===== src/rtl/bcd_multi_counter.sv =====
// Multi-digit BCD up/down counter with clear, parallel load, wrap/saturate and sticky boundary flag.
// Optional macro BCD_CNT_LOAD_CHECK_EN clamps invalid load digits to 9 and flags them on ovf.
module bcd_multi_counter #(
    parameter int DIGITS = 4,
    parameter int WRAP   = 1
) (
    input  logic                  gclk,
    input  logic                  reset,
    input  logic                  clr,
    input  logic                  load,
    input  logic [4*DIGITS-1:0]   din,
    input  logic                  en,
    input  logic                  up,
    output logic [4*DIGITS-1:0]   count,
    output logic                  carry,
    output logic                  borrow,
    output logic                  ovf
);

    localparam int W = 4 * DIGITS;

    logic [W-1:0] count_r;
    logic [W-1:0] next_count_s;
    logic [W-1:0] step_s;
    logic [W-1:0] load_val_s;
    logic         load_bad_s;
    logic         all_nine_s;
    logic         all_zero_s;
    logic         ovf_r;
    logic         next_ovf_s;

    // Ripple a +1/-1 through the digits; the final digit's outgoing carry/borrow is dropped (wrap).
    function automatic logic [W-1:0] bcd_step(input logic [W-1:0] v, input logic dir_up);
        logic [W-1:0] r;
        logic         prop;
        r    = v;
        prop = 1'b1;
        for (int i = 0; i < DIGITS; i++) begin
            if (!prop) begin
                r[4*i +: 4] = v[4*i +: 4];
            end else if (dir_up) begin
                if (v[4*i +: 4] == 4'd9) begin
                    r[4*i +: 4] = 4'd0;
                    prop        = 1'b1;
                end else begin
                    r[4*i +: 4] = v[4*i +: 4] + 4'd1;
                    prop        = 1'b0;
                end
            end else begin
                if (v[4*i +: 4] == 4'd0) begin
                    r[4*i +: 4] = 4'd9;
                    prop        = 1'b1;
                end else begin
                    r[4*i +: 4] = v[4*i +: 4] - 4'd1;
                    prop        = 1'b0;
                end
            end
        end
        return r;
    endfunction

    function automatic logic all_digits_are(input logic [W-1:0] v, input logic [3:0] d);
        logic r;
        r = 1'b1;
        for (int i = 0; i < DIGITS; i++) begin
            if (v[4*i +: 4] != d) begin
                r = 1'b0;
            end
        end
        return r;
    endfunction

`ifdef BCD_CNT_LOAD_CHECK_EN
    function automatic logic [W-1:0] clamp_digits(input logic [W-1:0] v);
        logic [W-1:0] r;
        r = v;
        for (int i = 0; i < DIGITS; i++) begin
            if (v[4*i +: 4] > 4'd9) begin
                r[4*i +: 4] = 4'd9;
            end
        end
        return r;
    endfunction

    function automatic logic any_digit_invalid(input logic [W-1:0] v);
        logic r;
        r = 1'b0;
        for (int i = 0; i < DIGITS; i++) begin
            if (v[4*i +: 4] > 4'd9) begin
                r = 1'b1;
            end
        end
        return r;
    endfunction

    assign load_val_s = clamp_digits(din);
    assign load_bad_s = any_digit_invalid(din);
`else
    assign load_val_s = din;
    assign load_bad_s = 1'b0;
`endif

    assign all_nine_s = all_digits_are(count_r, 4'd9);
    assign all_zero_s = all_digits_are(count_r, 4'd0);
    assign step_s     = bcd_step(count_r, up);

    // Boundary indicators only fire when counting actually wins the priority this cycle.
    assign carry  = en &  up & ~clr & ~load & all_nine_s;
    assign borrow = en & ~up & ~clr & ~load & all_zero_s;

    // Next-state selection by priority: clear, load, count, hold.
    always_comb begin
        next_count_s = count_r;
        next_ovf_s   = ovf_r;
        if (clr) begin
            next_count_s = {W{1'b0}};
            next_ovf_s   = 1'b0;
        end else if (load) begin
            next_count_s = load_val_s;
            next_ovf_s   = ovf_r | load_bad_s;
        end else if (en) begin
            if (carry || borrow) begin
                next_ovf_s = 1'b1;
                if (WRAP != 0) begin
                    next_count_s = step_s;
                end else begin
                    next_count_s = count_r;
                end
            end else begin
                next_count_s = step_s;
                next_ovf_s   = ovf_r;
            end
        end else begin
            next_count_s = count_r;
            next_ovf_s   = ovf_r;
        end
    end

    // State registers; reset forces zero immediately, independent of the clock.
    always_ff @(posedge gclk or posedge reset) begin
        if (reset) begin
            count_r <= {W{1'b0}};
            ovf_r   <= 1'b0;
        end else begin
            count_r <= next_count_s;
            ovf_r   <= next_ovf_s;
        end
    end

    assign count = count_r;
    assign ovf   = ovf_r;

endmodule


===== config.mk =====
export PLATFORM = sky130hd
export DESIGN_NAME = bcd_multi_counter
export DESIGN_NICKNAME = d
export VERILOG_FILES = /design/src/rtl/bcd_multi_counter.sv
export SDC_FILE = /design/constraint.sdc
export NUM_CORES = 1
export LEC_CHECK = 0
export ABC_AREA = 1
export CAP_MARGIN = 20
export CORE_ASPECT_RATIO = 0.75
export CORE_UTILIZATION = 51
export CTS_BUF_LIST = sky130_fd_sc_hd__clkbuf_8
export CTS_CLUSTER_DIAMETER = 60
export DETAILED_ROUTE_END_ITERATION = 10
export PLACE_DENSITY = 0.88
export SYNTH_ARGS = -nofsm -noshare
export SYNTH_HDL_FRONTEND = slang
export SYNTH_SLANG_ARGS = --single-unit
export TNS_END_PERCENT = 5

===== constraint.sdc =====
create_clock -name gclk -period 2 [get_ports gclk]
set_input_delay 0.3 -clock gclk [delete_from_list [all_inputs] [get_ports gclk]]
set_output_delay 0.3 -clock gclk [all_outputs]
set_load 0.05 [all_outputs]

==> metrics.md <==
| Metric | Value |
|---|---|
| Seq/Total Area, Yosys | 25.4% |
| TritonCTS sink count | 17 |
| R2R Path End | count[13]$_DFFE_PP0P_ |
| Crit path DAT | 1660 ps |
| R2R setup slack | 310 ps |
| Ys flop type | dfrtp_1 |
| Pleak | 1.21 nW |
| Net Sw Power | 0.865 mW |
| GR Overflow Total | 0 |
| Placed wire-length estimate | 3450 µm |
| Leading area contributor after synthesis | dfrtp_1 |
| Clock-pin slew on the worst setup and hold paths | 70 ps |
| Crit path time final | 1960 ps |
| Max VDD drop | 524 µV |
| Die ar. | 3520 µm² |
| Clk buf depth | 2 |
| Worst Setup Start Kind | flip-flop |
| RSZ-0062 raised after global routing | true |
| R2r worst-path depth | 9 |
| Number of port buffers | 40 |
| N_diodes | 0 |
| Worst Tran Pin Value | 519 ps |
| Ports | 41 |
| Max H-tree Level | 1 |
| Outcome | completed |
| First-pass GRT wire length | 7500 µm |
| Fmax | 509 MHz |
| Maximum fanout along the worst path | 4 |
| Crit path kind | reg -> out |
| Antenna Violating Nets Remaining | 0 |
| Share of cells above drive strength 1 | 24.3% |
| Synth-to-layout area growth | 46.5% |
| Number of global-route vias before repair | 1,664 |
| DR vias/cell | 5.55 |
| Row count | 17 |
| GRT Total Usage | 28.5% |
| Share of the clock period used by the worst path | 98.2% |
| Number of synthesized register bits | 17 |
| DRT Wirelength | 4940 µm |
| Share of Yosys cell area claimed by the top area cell type | 25.4% |
| Post-synthesis async set-or-reset flop share | 100% |
| Logic pwr share | 59.2% |
| Root buffer cell | clkbuf_8 |
| Largest cells by area after synthesis | dfrtp_1 25%, nand2_1 17%, ha_1 9.7% |
| Pins over their slew limit | 0 |
| Hold WS | 296 ps |
| Worst Clk Skew | 6.08 ps |
| Largest net degree at the start of global routing | 16 |
| Min-delay worst type | in -> async |
| Switching Fraction | 47.3% |
| Core Region | 3040 µm² |
| Nets | 357 |
| Vias | 1,993 |
| DP Area | 2260 µm² |
| Clock group share of total power | 14.4% |
| Cell Area, Synth | 1680 µm² |
| Reg2reg start | count[1]$_DFFE_PP0P_ |
| Final setup violation count | 0 |
| CTS Buf Count | 3 |
| Syn avg cell area | 6.52 µm² |
| # DRC | 0 |
| Hold Fails Final Rpt | 0 |
| Ratio of total power to cell area | 745 nW/µm² |
| Number of max-cap violations | 0 |
| Clk Latency, worst-skew pair | 260 ps |
| Number of synthesized flops with an enable pin | 0 |
| Die height | 51.6 µm |
| Unique cell type count in the Yosys netlist | 26 |
| Synth warn | 0 |
| Setup tns final | 0 ps |
| Critical Path RT | 1700 ps |
| GPL Wtd Cong | 0.987 |
| Syn Nets | 292 |
| Fillers | 214 |
| Sequential cell fraction of total power | 26.4% |
| Synth top cells by count | 75 x nand2_1, 32 x nand3_1, 29 x inv_1, 17 x dfrtp_1, 16 x nor2_1 |
| Setup crit end kind | primary output |
| Antenna violations before repair | 0 |
| Starting Density | 55.1% |
| Internal | 0.963 mW |
| Die W | 68.2 µm |
| Drt first-iter violations | 185 |
| Synthesized instance count | 257 |
| Drt first pass iters | 5 |
| Slew headroom | 65.3% |
| Post-layout instance area | 2450 µm² |
| Wire per inst | 13.8 µm |
| CTS tree | yes |
| Most common cell in the synthesized netlist | nand2_1 |
-- power groups by stage --
| stage | logic, mW | clock network, mW | registers, mW |
|---|---|---|---|
| 3_3_place_gp | 0.911 | 0 | 0.488 |
| 2_1_floorplan | 0.436 | 0 | 0.676 |
| 4_1_cts | 0.997 | 0.267 | 0.481 |
| 5_1_grt | 1.17 | 0.283 | 0.489 |
| 3_5_place_dp | 0.930 | 0 | 0.491 |
| 6_report | 1.08 | 0.262 | 0.483 |
-- flip-flops by register name (all words and copies together) (netlist names) --
signal	cells
count	16
ovf	1
-- layer usage --
| layer | vias up | GRT usage, % | part of all wire, % |
|---|---|---|---|
| li1 | 970 | - | - |
| met1 | 892 | 39.6 | 44 |
| met2 | 116 | 45.9 | 45 |
| met3 | 15 | 6.14 | 8.8 |
| met4 | 0 | 4.51 | 1.6 |
| met5 | - | 0 | 0 |
-- per-stage QoR --
step | cells | util, % | power (mW) | setup slack (ps)
after floorplan | 257 | - | 1.11 | -13.1
after global placement | 347 | 74.4 | 1.40 | 34.5
after detailed placement | 347 | 74.4 | 1.42 | 6.33
after CTS | 354 | 78.1 | 1.74 | -9.95
after global routing | 359 | 80.7 | 1.94 | -39.7
final | 359 | 80.7 | 1.83 | 36.9
-- worst max-delay path by stage --
stage | start | to | depth (start not counted)
4_1_cts | count[9]$_DFFE_PP0P_ | borrow | 8
2_1_floorplan | count[9]$_DFFE_PP0P_ | borrow | 7
5_1_grt | count[0]$_DFFE_PP0P_ | borrow | 7
3_5_place_dp | load | carry | 8
6_report | count[8]$_DFFE_PP0P_ | borrow | 8
3_3_place_gp | load | carry | 8
-- repair_timing --
item,in CTS,in global routing
pin swaps,3,7
gates resized for setup,13,13
buffers inserted,3,5
setup endpoints to repair,2,2
hold buffers,0,0
-- placed cells by master (no fill, tap or decap), types with 6 or more instances in the layout --
| cell type | n |
|---|---|
| nand3_2 | 9 |
| inv_1 | 23 |
| ha_1 | 8 |
| dfrtp_1 | 15 |
| nor2_1 | 14 |
| nand4_1 | 6 |
| nand2_1 | 74 |
| inv_2 | 14 |
| o21ai_0 | 8 |
| clkdlybuf4s50_1 | 38 |
| o211ai_1 | 7 |
| nand3_1 | 27 |
| buf_4 | 23 |
| a21oi_1 | 13 |
-- cell families (layout without fill, tap and decap cells) --
group,Yosys count,count (layout),share of synthesized area (%)
simple gates,145,145,40.9
flops,17,17,25.4
xor+xnor,2,2,1.05
fa+ha+maj,13,13,9.71
buf+inv,43,107,10.3
compound gates,37,37,12.6
-- area by class of cell --
| class | count | area (µm²) | area share [%] |
|---|---|---|---|
| multi-input cells | 197 | 1160 | 47.2 |
| repair buffers | 65 | 624 | 25.4 |
| flip-flops and latches | 17 | 428 | 17.4 |
| inverters | 38 | 150 | 6.12 |
| well taps | 38 | 47.5 | 1.94 |
| clock buffers | 3 | 41.3 | 1.68 |
| clock inverters | 1 | 3.75 | 0.153 |
-- worst max-delay path, cell delays in order, from the launching register on --
cell,delay [ps]
dfrtp_2,440
inv_2,90
ha_4,140
nand2_4,60
nor2_4,120
nor3b_4,210
nand3_2,130
clkinvlp_4,110
buf_12,130
Power figures use the tool's default switching activity.
